## src/rtl/axi_pkg.sv

```systemverilog
// Shared AXI constants and the master FSM state type; used by axi_master_ctrl and axi_slave.
package axi_pkg;

    localparam int AXI_ADDR_BITS = 32;
    localparam int AXI_DATA_BITS = 32;
    localparam int AXI_LEN_BITS  = 8;
    localparam int AXI_SIZE_BITS = 3;

    localparam logic [1:0] BURST_FIXED = 2'b00;
    localparam logic [1:0] BURST_INCR  = 2'b01;
    localparam logic [1:0] BURST_WRAP  = 2'b10;

    localparam logic [1:0] RESP_OKAY   = 2'b00;
    localparam logic [1:0] RESP_EXOKAY = 2'b01;
    localparam logic [1:0] RESP_SLVERR = 2'b10;
    localparam logic [1:0] RESP_DECERR = 2'b11;

    typedef enum logic [2:0] {
        ST_IDLE    = 3'd0,
        ST_WR_ADDR = 3'd1,
        ST_WR_DATA = 3'd2,
        ST_WR_RESP = 3'd3,
        ST_RD_ADDR = 3'd4,
        ST_RD_DATA = 3'd5,
        ST_DONE    = 3'd6
    } mst_state_e;

endpackage

```

## src/rtl/axi_master_ctrl.sv

```systemverilog
// Single-outstanding AXI master: turns one user command into one INCR write or read burst
// and reports completion with a one-cycle done pulse.
module axi_master_ctrl
    import axi_pkg::*;
#(
    parameter int ADDR_BITS = AXI_ADDR_BITS,
    parameter int DATA_BITS = AXI_DATA_BITS,
    parameter int LEN_BITS  = AXI_LEN_BITS,
    parameter int SIZE_BITS = AXI_SIZE_BITS
) (
    input  logic                   aclk,
    input  logic                   areset_n,
    input  logic                   cmd_valid,
    output logic                   cmd_ready,
    input  logic                   cmd_write,
    input  logic [ADDR_BITS-1:0]   cmd_addr,
    input  logic [LEN_BITS-1:0]    cmd_len,
    input  logic                   wdata_valid,
    output logic                   wdata_ready,
    input  logic [DATA_BITS-1:0]   wdata,
    output logic                   rdata_valid,
    input  logic                   rdata_ready,
    output logic [DATA_BITS-1:0]   rdata,
    output logic                   rdata_last,
    output logic                   done_valid,
    output logic [1:0]             done_resp,
    output logic                   aw_valid,
    input  logic                   aw_ready,
    output logic [ADDR_BITS-1:0]   aw_addr,
    output logic [LEN_BITS-1:0]    aw_len,
    output logic [SIZE_BITS-1:0]   aw_size,
    output logic [1:0]             aw_burst,
    output logic [3:0]             aw_cache,
    output logic                   w_valid,
    input  logic                   w_ready,
    output logic [DATA_BITS-1:0]   w_data,
    output logic                   w_last,
    output logic [DATA_BITS/8-1:0] w_strb,
    input  logic                   b_valid,
    output logic                   b_ready,
    input  logic [1:0]             b_resp,
    output logic                   ar_valid,
    input  logic                   ar_ready,
    output logic [ADDR_BITS-1:0]   ar_addr,
    output logic [LEN_BITS-1:0]    ar_len,
    output logic [SIZE_BITS-1:0]   ar_size,
    output logic [1:0]             ar_burst,
    output logic [3:0]             ar_cache,
    input  logic                   r_valid,
    output logic                   r_ready,
    input  logic [DATA_BITS-1:0]   r_data,
    input  logic                   r_last,
    input  logic [1:0]             r_resp
);

    localparam int STRB_BITS = DATA_BITS / 8;
    localparam logic [SIZE_BITS-1:0] AX_SIZE = SIZE_BITS'($clog2(STRB_BITS));

    mst_state_e            state_q, state_d;
    logic                  cmd_ready_q, cmd_ready_d;
    logic                  aw_valid_q, aw_valid_d;
    logic                  ar_valid_q, ar_valid_d;
    logic                  b_ready_q, b_ready_d;
    logic                  done_valid_q, done_valid_d;
    logic [1:0]            done_resp_q, done_resp_d;
    logic [ADDR_BITS-1:0]  aw_addr_q, aw_addr_d, ar_addr_q, ar_addr_d;
    logic [LEN_BITS-1:0]   aw_len_q, aw_len_d, ar_len_q, ar_len_d;
    logic [LEN_BITS-1:0]   beat_cnt_q, beat_cnt_d;
    logic [1:0]            err_q, err_d;
    logic                  cnt_err_q, cnt_err_d;
    logic                  w_fire_s, r_fire_s, r_cnt_bad_s;

    // Next-state and next-output computation for the burst FSM.
    always_comb begin
        state_d      = state_q;
        cmd_ready_d  = cmd_ready_q;
        aw_valid_d   = aw_valid_q;
        ar_valid_d   = ar_valid_q;
        b_ready_d    = b_ready_q;
        done_valid_d = 1'b0;
        done_resp_d  = done_resp_q;
        aw_addr_d    = aw_addr_q;
        aw_len_d     = aw_len_q;
        ar_addr_d    = ar_addr_q;
        ar_len_d     = ar_len_q;
        beat_cnt_d   = beat_cnt_q;
        err_d        = err_q;
        cnt_err_d    = cnt_err_q;
        w_fire_s     = (state_q == ST_WR_DATA) && wdata_valid && w_ready;
        r_fire_s     = (state_q == ST_RD_DATA) && r_valid && rdata_ready;
        r_cnt_bad_s  = 1'b0;
        case (state_q)
            ST_IDLE: begin
                if (cmd_valid && cmd_ready_q) begin
                    cmd_ready_d = 1'b0;
                    beat_cnt_d  = {LEN_BITS{1'b0}};
                    err_d       = RESP_OKAY;
                    cnt_err_d   = 1'b0;
                    if (cmd_write) begin
                        aw_addr_d  = cmd_addr;
                        aw_len_d   = cmd_len;
                        aw_valid_d = 1'b1;
                        state_d    = ST_WR_ADDR;
                    end else begin
                        ar_addr_d  = cmd_addr;
                        ar_len_d   = cmd_len;
                        ar_valid_d = 1'b1;
                        state_d    = ST_RD_ADDR;
                    end
                end else begin
                    cmd_ready_d = 1'b1;
                end
            end
            ST_WR_ADDR: begin
                if (aw_ready) begin
                    aw_valid_d = 1'b0;
                    state_d    = ST_WR_DATA;
                end else begin
                    aw_valid_d = 1'b1;
                end
            end
            ST_WR_DATA: begin
                if (w_fire_s && (beat_cnt_q == aw_len_q)) begin
                    b_ready_d = 1'b1;
                    state_d   = ST_WR_RESP;
                end else if (w_fire_s) begin
                    beat_cnt_d = beat_cnt_q + {{(LEN_BITS-1){1'b0}}, 1'b1};
                end else begin
                    beat_cnt_d = beat_cnt_q;
                end
            end
            ST_WR_RESP: begin
                if (b_valid) begin
                    b_ready_d    = 1'b0;
                    done_resp_d  = b_resp;
                    done_valid_d = 1'b1;
                    state_d      = ST_DONE;
                end else begin
                    b_ready_d = 1'b1;
                end
            end
            ST_RD_ADDR: begin
                if (ar_ready) begin
                    ar_valid_d = 1'b0;
                    state_d    = ST_RD_DATA;
                end else begin
                    ar_valid_d = 1'b1;
                end
            end
            ST_RD_DATA: begin
                if (r_fire_s) begin
                    // Early r_last or a missing r_last at len are both burst-length violations.
                    r_cnt_bad_s = (r_last != (beat_cnt_q == ar_len_q));
                    if ((r_resp != RESP_OKAY) && (err_q == RESP_OKAY)) begin
                        err_d = r_resp;
                    end else begin
                        err_d = err_q;
                    end
                    if (beat_cnt_q != ar_len_q) begin
                        beat_cnt_d = beat_cnt_q + {{(LEN_BITS-1){1'b0}}, 1'b1};
                    end else begin
                        beat_cnt_d = beat_cnt_q;
                    end
                    cnt_err_d = cnt_err_q || r_cnt_bad_s;
                    if (r_last) begin
                        done_valid_d = 1'b1;
                        state_d      = ST_DONE;
                        if (cnt_err_q || r_cnt_bad_s) begin
                            done_resp_d = RESP_SLVERR;
                        end else if (err_q != RESP_OKAY) begin
                            done_resp_d = err_q;
                        end else begin
                            done_resp_d = r_resp;
                        end
                    end else begin
                        state_d = ST_RD_DATA;
                    end
                end else begin
                    state_d = ST_RD_DATA;
                end
            end
            ST_DONE: begin
                cmd_ready_d = 1'b1;
                state_d     = ST_IDLE;
            end
            default: begin
                state_d     = ST_IDLE;
                cmd_ready_d = 1'b1;
                aw_valid_d  = 1'b0;
                ar_valid_d  = 1'b0;
                b_ready_d   = 1'b0;
            end
        endcase
    end

    // State and registered-output flops with asynchronous active-low reset.
    always_ff @(posedge aclk or negedge areset_n) begin
        if (!areset_n) begin
            state_q      <= ST_IDLE;
            cmd_ready_q  <= 1'b1;
            aw_valid_q   <= 1'b0;
            ar_valid_q   <= 1'b0;
            b_ready_q    <= 1'b0;
            done_valid_q <= 1'b0;
            done_resp_q  <= RESP_OKAY;
            aw_addr_q    <= {ADDR_BITS{1'b0}};
            aw_len_q     <= {LEN_BITS{1'b0}};
            ar_addr_q    <= {ADDR_BITS{1'b0}};
            ar_len_q     <= {LEN_BITS{1'b0}};
            beat_cnt_q   <= {LEN_BITS{1'b0}};
            err_q        <= RESP_OKAY;
            cnt_err_q    <= 1'b0;
        end else begin
            state_q      <= state_d;
            cmd_ready_q  <= cmd_ready_d;
            aw_valid_q   <= aw_valid_d;
            ar_valid_q   <= ar_valid_d;
            b_ready_q    <= b_ready_d;
            done_valid_q <= done_valid_d;
            done_resp_q  <= done_resp_d;
            aw_addr_q    <= aw_addr_d;
            aw_len_q     <= aw_len_d;
            ar_addr_q    <= ar_addr_d;
            ar_len_q     <= ar_len_d;
            beat_cnt_q   <= beat_cnt_d;
            err_q        <= err_d;
            cnt_err_q    <= cnt_err_d;
        end
    end

    assign cmd_ready  = cmd_ready_q;
    assign done_valid = done_valid_q;
    assign done_resp  = done_resp_q;
    assign aw_valid   = aw_valid_q;
    assign aw_addr    = aw_addr_q;
    assign aw_len     = aw_len_q;
    assign aw_size    = AX_SIZE;
    assign aw_burst   = BURST_INCR;
    assign aw_cache   = 4'b0000;
    assign ar_valid   = ar_valid_q;
    assign ar_addr    = ar_addr_q;
    assign ar_len     = ar_len_q;
    assign ar_size    = AX_SIZE;
    assign ar_burst   = BURST_INCR;
    assign ar_cache   = 4'b0000;
    assign b_ready    = b_ready_q;
    assign w_strb     = {STRB_BITS{1'b1}};

    // Data beats pass straight through, but only while their burst phase is active.
    assign w_valid     = (state_q == ST_WR_DATA) && wdata_valid;
    assign wdata_ready = (state_q == ST_WR_DATA) && w_ready;
    assign w_data      = (state_q == ST_WR_DATA) ? wdata : {DATA_BITS{1'b0}};
    assign w_last      = (state_q == ST_WR_DATA) && (beat_cnt_q == aw_len_q);
    assign r_ready     = (state_q == ST_RD_DATA) && rdata_ready;
    assign rdata_valid = (state_q == ST_RD_DATA) && r_valid;
    assign rdata       = (state_q == ST_RD_DATA) ? r_data : {DATA_BITS{1'b0}};
    assign rdata_last  = (state_q == ST_RD_DATA) && r_last;

endmodule

```

## config.mk

```make
export PLATFORM = sky130hd
export DESIGN_NAME = axi_master_ctrl
export DESIGN_NICKNAME = d
export VERILOG_FILES = /design/src/rtl/axi_pkg.sv /design/src/rtl/axi_master_ctrl.sv
export SDC_FILE = /design/constraint.sdc
export NUM_CORES = 1
export LEC_CHECK = 0
export ABC_AREA = 1
export CELL_PAD_IN_SITES_DETAIL_PLACEMENT = 1
export CELL_PAD_IN_SITES_GLOBAL_PLACEMENT = 1
export CORE_ASPECT_RATIO = 1.5
export CORE_MARGIN = 1.5
export CORE_UTILIZATION = 26
export DETAILED_ROUTE_END_ITERATION = 8
export PLACE_DENSITY = 0.82
export SKIP_LAST_GASP = 1
export SLEW_MARGIN = 5
export SYNTH_ARGS = -nofsm -noshare
export SYNTH_HDL_FRONTEND = slang
export SYNTH_SLANG_ARGS = --single-unit
```

## constraint.sdc

```tcl
create_clock -name aclk -period 1.7 [get_ports aclk]
set_input_delay 0.255 -clock aclk [delete_from_list [all_inputs] [get_ports aclk]]
set_output_delay 0.255 -clock aclk [all_outputs]
set_load 0.005 [all_outputs]
```

# [Word-level counts from Yosys, hierarchy flattened]
# Index checks and enable logic that the tools add are counted.
[totals] wordCells=122 output_inout_bits=179 register_bits=101 input_bits=120
[op_classes] mux=47 addsub=1 n_eq_ne=23 reduce_logical=33 bitwise=4
[op_table] cell="$mux W32" n=2
[op_table] cell="$mux W8" n=5
[op_table] cell="$pmux W8 S3" n=1
[op_table] cell="$mux W3" n=7
[op_table] cell="$ne A2 B2 Y1 const B" n=10
[op_table] cell="$reduce_or A5 Y1" n=4
[op_table] cell="$mux W2" n=9
[op_table] cell="$pmux W3 S6" n=1
[op_table] cell="$eq A8 B8 Y1" n=2
[op_table] cell="$reduce_and A3 Y1" n=5
[op_table] cell="$mux W1" n=14
[op_table] cell="$logic_and A1 B1 Y1" n=11
[op_table] cell="$eq A3 B3 Y1 const B" n=3
[op_table] cell="$pmux W1 S3" n=3
[op_table] cell="$add A8 B1 Y8 const B" n=1
[op_table] cell="$ne A8 B8 Y1" n=1
[op_table] cell="$pmux W2 S2" n=2
[op_table] cell="$reduce_and A4 Y1" n=2
[op_table] cell="$reduce_bool A2 Y1" n=4
[op_table] cell="$eq A3 B2 Y1 const B" n=2
[op_table] cell="$ne A2 B1 Y1 const B" n=3
[op_table] cell="$pmux W1 S2" n=3
[op_table] cell="$reduce_and A6 Y1" n=1
[op_table] cell="$reduce_and A5 Y1" n=1
[op_table] cell="8 further kinds" n=11

# [Longest topological paths before layout]
[logic_depth] depth_word=7 ltp_mapped=12 ltp_nobuf=10

# [Worst setup path before layout]
# OpenSTA, ideal clock, no wires.
[synth_path] path_type="flip-flop to flip-flop" startpoint="register state_q[1]" endpoint="register beat_cnt_q[3]" required_time_ns=1.577 t_arrival_ns=1.451 path_buffers=3 setup_ns=0.123 period_less_slack_ns=1.574 setup_slack_ns=0.126 stages_incl_launch_ff=12 path_cell_list="dfrtp_1 buf_6 inv_4 nand2_4 nor2_4 buf_6 nand3_4 a21oi_2 nand2_2 nor2_4 buf_8 o21ai_1"
[synth_via] elab_chain_cells=6 elab_cells_between_ends=16 cone_classes="eq/ne: 7; mux: 1; reduce/logical: 8"
[synth_rtl] item="start, declared" line="axi_master_ctrl.sv:59" source="mst_state_e state_q, state_d;"
[synth_rtl] item="start signal, assigned" line="axi_master_ctrl.sv:214" source="state_q <= state_d;"
[synth_rtl] item="$eq A3 B2 Y1" line="axi_master_ctrl.sv:89, axi_master_ctrl.sv:92"
[synth_rtl] item="$logic_and A1 B1 Y1 (2 in series)" line="axi_master_ctrl.sv:89" source="w_fire_s = (state_q == ST_WR_DATA) && wdata_valid && w_ready;"
[synth_rtl] item="$logic_and A1 B1 Y1" line="axi_master_ctrl.sv:123" source="if (w_fire_s && (beat_cnt_q == aw_len_q)) begin"
[synth_rtl] item="$ne A2 B2 Y1 (no source line)"
[synth_rtl] item="$reduce_and A6 Y1 (no source line)"
[synth_rtl] item="end signal, assigned" line="axi_master_ctrl.sv:210" source="beat_cnt_q <= {LEN_BITS{1'b0}};"
[synth_rtl] item="end signal, assigned" line="axi_master_ctrl.sv:225" source="beat_cnt_q <= beat_cnt_d;"
[synth_rtl] item="end, declared" line="axi_master_ctrl.sv:68" source="logic [LEN_BITS-1:0] beat_cnt_q, beat_cnt_d;"
# Several ways; a longest one is shown, not always the timed one.
# A chain may end at the register's enable or synchronous reset.

# [Worst setup path after layout]
[layout_path] startpoint="register state_q[1]" endpoint="output port rdata[23]"
[layout_via] elab_chain_cells=2
[layout_rtl] item="$eq A3 B3 Y1" line="axi_master_ctrl.sv:256" source="assign rdata = (state_q == ST_RD_DATA) ? r_data : {DATA_BITS{1'b0}};"
[layout_rtl] item="$mux W32" line="axi_master_ctrl.sv:256"
[layout_rtl] item="end, declared" line="axi_master_ctrl.sv:23" source="output logic [DATA_BITS-1:0] rdata,"
# Every way passes these cells.

==> reports/qor.yml <==
intPower_mw: 9.19
row_count: 63
worst_pin_slew_ns: 0.579
dr_total_vias: 5917
skew_ns: 0.00881
p_leak_nw: 4.99
clockPowerShare_pct: 13.8
power_frac_comb_pct: 58.4
cts_buffers: 9
syn2layout_area_growth_pct: 88.6
synth-edff-count: 0
drc: 0
drive_gt1_share_pct: 27.8
core_area_mm2: 0.0198
clock_latency_ns: 0.35
final_common_cell: "clkdlybuf4s50_1"
critPathRequiredTime_ns: 1.44
power_frac_seq_pct: 27.8
slew_viol_final: 0
yosys_warnings: 0
post-synth-top-area-fraction_pct: 47.8
worst_slack_ns: -0.240
antenna_left: 0
failed_checks: "setup timing"
avgViaCountPerCell: 4.48
drt-total-wl_mm: 24.5
max_stage_delay_ns: 0.40
r2r-start: "state_q[2]$_DFFE_PN0P_"
final_core_util_pct: 49.9
finalHoldViolations: 0
hp-class: "input pin to flop"
root_buffer: "clkbuf_16"
dieArea_mm2: 0.0210
final_nets: 1176
fmax_mhz: 515
hold_end: "ar_addr[1]$_DFFE_PN0P_"
setup_viol: 155
cp-start-kind: "flop"
synth_top_area_cell: "dfrtp_1"
async_reset_ff_share_pct: 100
cap_viol_max_count: 0
path_class: "flop to primary output"
dieWidth_um: 119
ys.flop_type: "dfrtp_1"
nFillCells: 2309
clk_path_buf_depth: 2
worstPathArrival_ns: 1.69
place_area_mm2: 0.00854
hp-start: "cmd_addr[1]"
dr.pass1.iters: 4
grt_pass1_wl_mm: 31.6
gp_congestion: 0.818
grt_pass1_vias: 6195
tns_ns: -16.10
port_buffers: 276
cp_num_cells: 8
cts_num_sinks: 101
syn_avg_cell_area_um2: 7.54
vdd.ir_drop.worst_mv: 0.658
pre_cts_ws_ns: -0.210
rsz0062_at_grt: "true"
crit_fanout: 10
post-route-min-period_ns: 1.94
die-height_um: 177
antenna_found_initial: 0
holdPathStages: 3
ff2ff_path_depth: 13
initial_utilization_pct: 26.4
synth-seq-cells: 101
yosysUniqueCellTypes: 37
r2r_slack_ns: -0.19
antenna_cells: 0
worstPathCellList: "buf_6, inv_4, nand2_4, nor2_4, inv_6, buf_16, nor2_1, clkdlybuf4s15_2"
worst_path_dominant_cell_family: "buffers and inverters"
period_share_pct: 114
io_pins: 299
cp_slowest_cell: "dfrtp_1"
track_usage_pct: 19.1
path_buf_inv: 5
power.density_mw_per_mm2: 1490
layout.cells.most_common_list: "clkdlybuf4s50_1, inv_1, nand2_1"
synth_seq_area_share_pct: 48.3
synth_top_cells_by_area: "dfrtp_1, nand2_1, inv_1, o21ai_0, nor2_1"
total_power_mw: 14.7
cts_tree: "done"
syn_area_mm2: 0.00523
final_area_mm2: 0.00987
syn_inst: 694
avgRoutedWirePerCell_um: 18.5
clk_pin_slew_ns: 0.08
switching_share_pct: 37.6
endpoint_kind: "primary output"
h-tree-depth: 3
slew_headroom_pct: 61.4
overflow: 0
p_switching_mw: 5.54
reg2reg_to: "beat_cnt_q[0]$_DFFE_PN0P_"
grt_max_degree: 102
dp_hpwl_mm: 14.5
drtIter0Drc: 170
status: "complete, but fails checks"
## synth_stat cells (3+ instances only)
cell / number
o21ai_1: 3
inv_1: 136
clkbuf_1: 24
nor2_1: 91
nor2_4: 3
a21oi_1: 8
xnor2_1: 12
nand2_2: 8
nand2_1: 140
nand3_1: 17
dfrtp_1: 100
o21ai_0: 94
o21ai_2: 3
buf_4: 23
## worst max-delay path by stage
stage,startpoint,to
after detailed placement,state_q[2]$_DFFE_PN0P_,beat_cnt_q[1]$_DFFE_PN0P_
after global placement,w_ready,beat_cnt_q[4]$_DFFE_PN0P_
after floorplan,state_q[1]$_DFFE_PN0P_,beat_cnt_q[3]$_DFFE_PN0P_
after CTS,state_q[1]$_DFFE_PN0P_,rdata[30]
final,state_q[1]$_DFFE_PN0P_,rdata[23]
after global routing,state_q[1]$_DFFE_PN0P_,rdata[23]
## flip-flops by register name, summed over array words and instances (netlist names), 2 cells and up
signal,flops
ar_len,8
beat_cnt_q,8
state_q,3
ar_addr,32
aw_len,8
aw_addr,32
done_resp,2
err_q,2
## what timing repair did
action                     4_1_cts  5_1_grt
hold buffers                     0        1
buffers inserted                20       11
gates resized for setup        320      163
setup endpoints to repair       83      170
pin swaps                        5        9
gates cloned                     7       20
hold endpoints to repair         0        6
## power groups by stage
stage,clock network (mW),logic (mW),registers (mW)
finish,2.03,8.61,4.10
CTS,2.07,7.48,4.08
global route,2.17,9.25,4.21
global placement,0,6.44,4.06
floorplan,0,2.44,4.10
detailed placement,0,6.64,4.11
## cell type report
| type | count | area (um2) | share of cell area [%] |
|---|---|---|---|
| multi-input combinational | 422 | 2320 | 23.5 |
| inverter | 139 | 532 | 5.39 |
| sequential | 101 | 2530 | 25.6 |
| clock inverter | 5 | 45.0 | 0.456 |
| timing repair buffer | 382 | 3880 | 39.4 |
| tap | 260 | 325 | 3.30 |
| clock buffer | 11 | 233 | 2.36 |
## tightest hold or removal path, stage by stage
cell             delay (ns)
clkdlybuf4s50_1        0.39
inv_1                  0.07
o21ai_1                0.06
## kinds of logic after synthesis
| logic type | synth area share [%] |
|---|---|
| AO/OA/AOI/OAI | 11.7 |
| XOR/XNOR | 2.34 |
| adder cells (fa/ha/maj) | 0.239 |
| buffers and inverters | 16.0 |
| flip-flops | 48.3 |
| other | 0.144 |
| AND/OR/NAND/NOR | 21.3 |
## stage by stage
stage / hold slack, ns / instances
after global routing: 0.488 / 1320
after detailed placement: 0.372 / 1248
after CTS: 0.00479 / 1290
after floorplan: -0.0406 / 714
after global placement: 0.366 / 1248
final: 0.467 / 1320
## metal layers
| layer | up-vias | track usage [%] | routed length [um] |
|---|---|---|---|
| met1 | 2886 | 18.7 | 8250 |
| met5 | - | 0 | 0 |
| li1 | 2769 | - | - |
| met2 | 217 | 38.3 | 14000 |
| met3 | 45 | 4.93 | 1320 |
| met4 | 0 | 6.38 | 852 |
No activity file was read; power rests on OpenSTA's default activity.
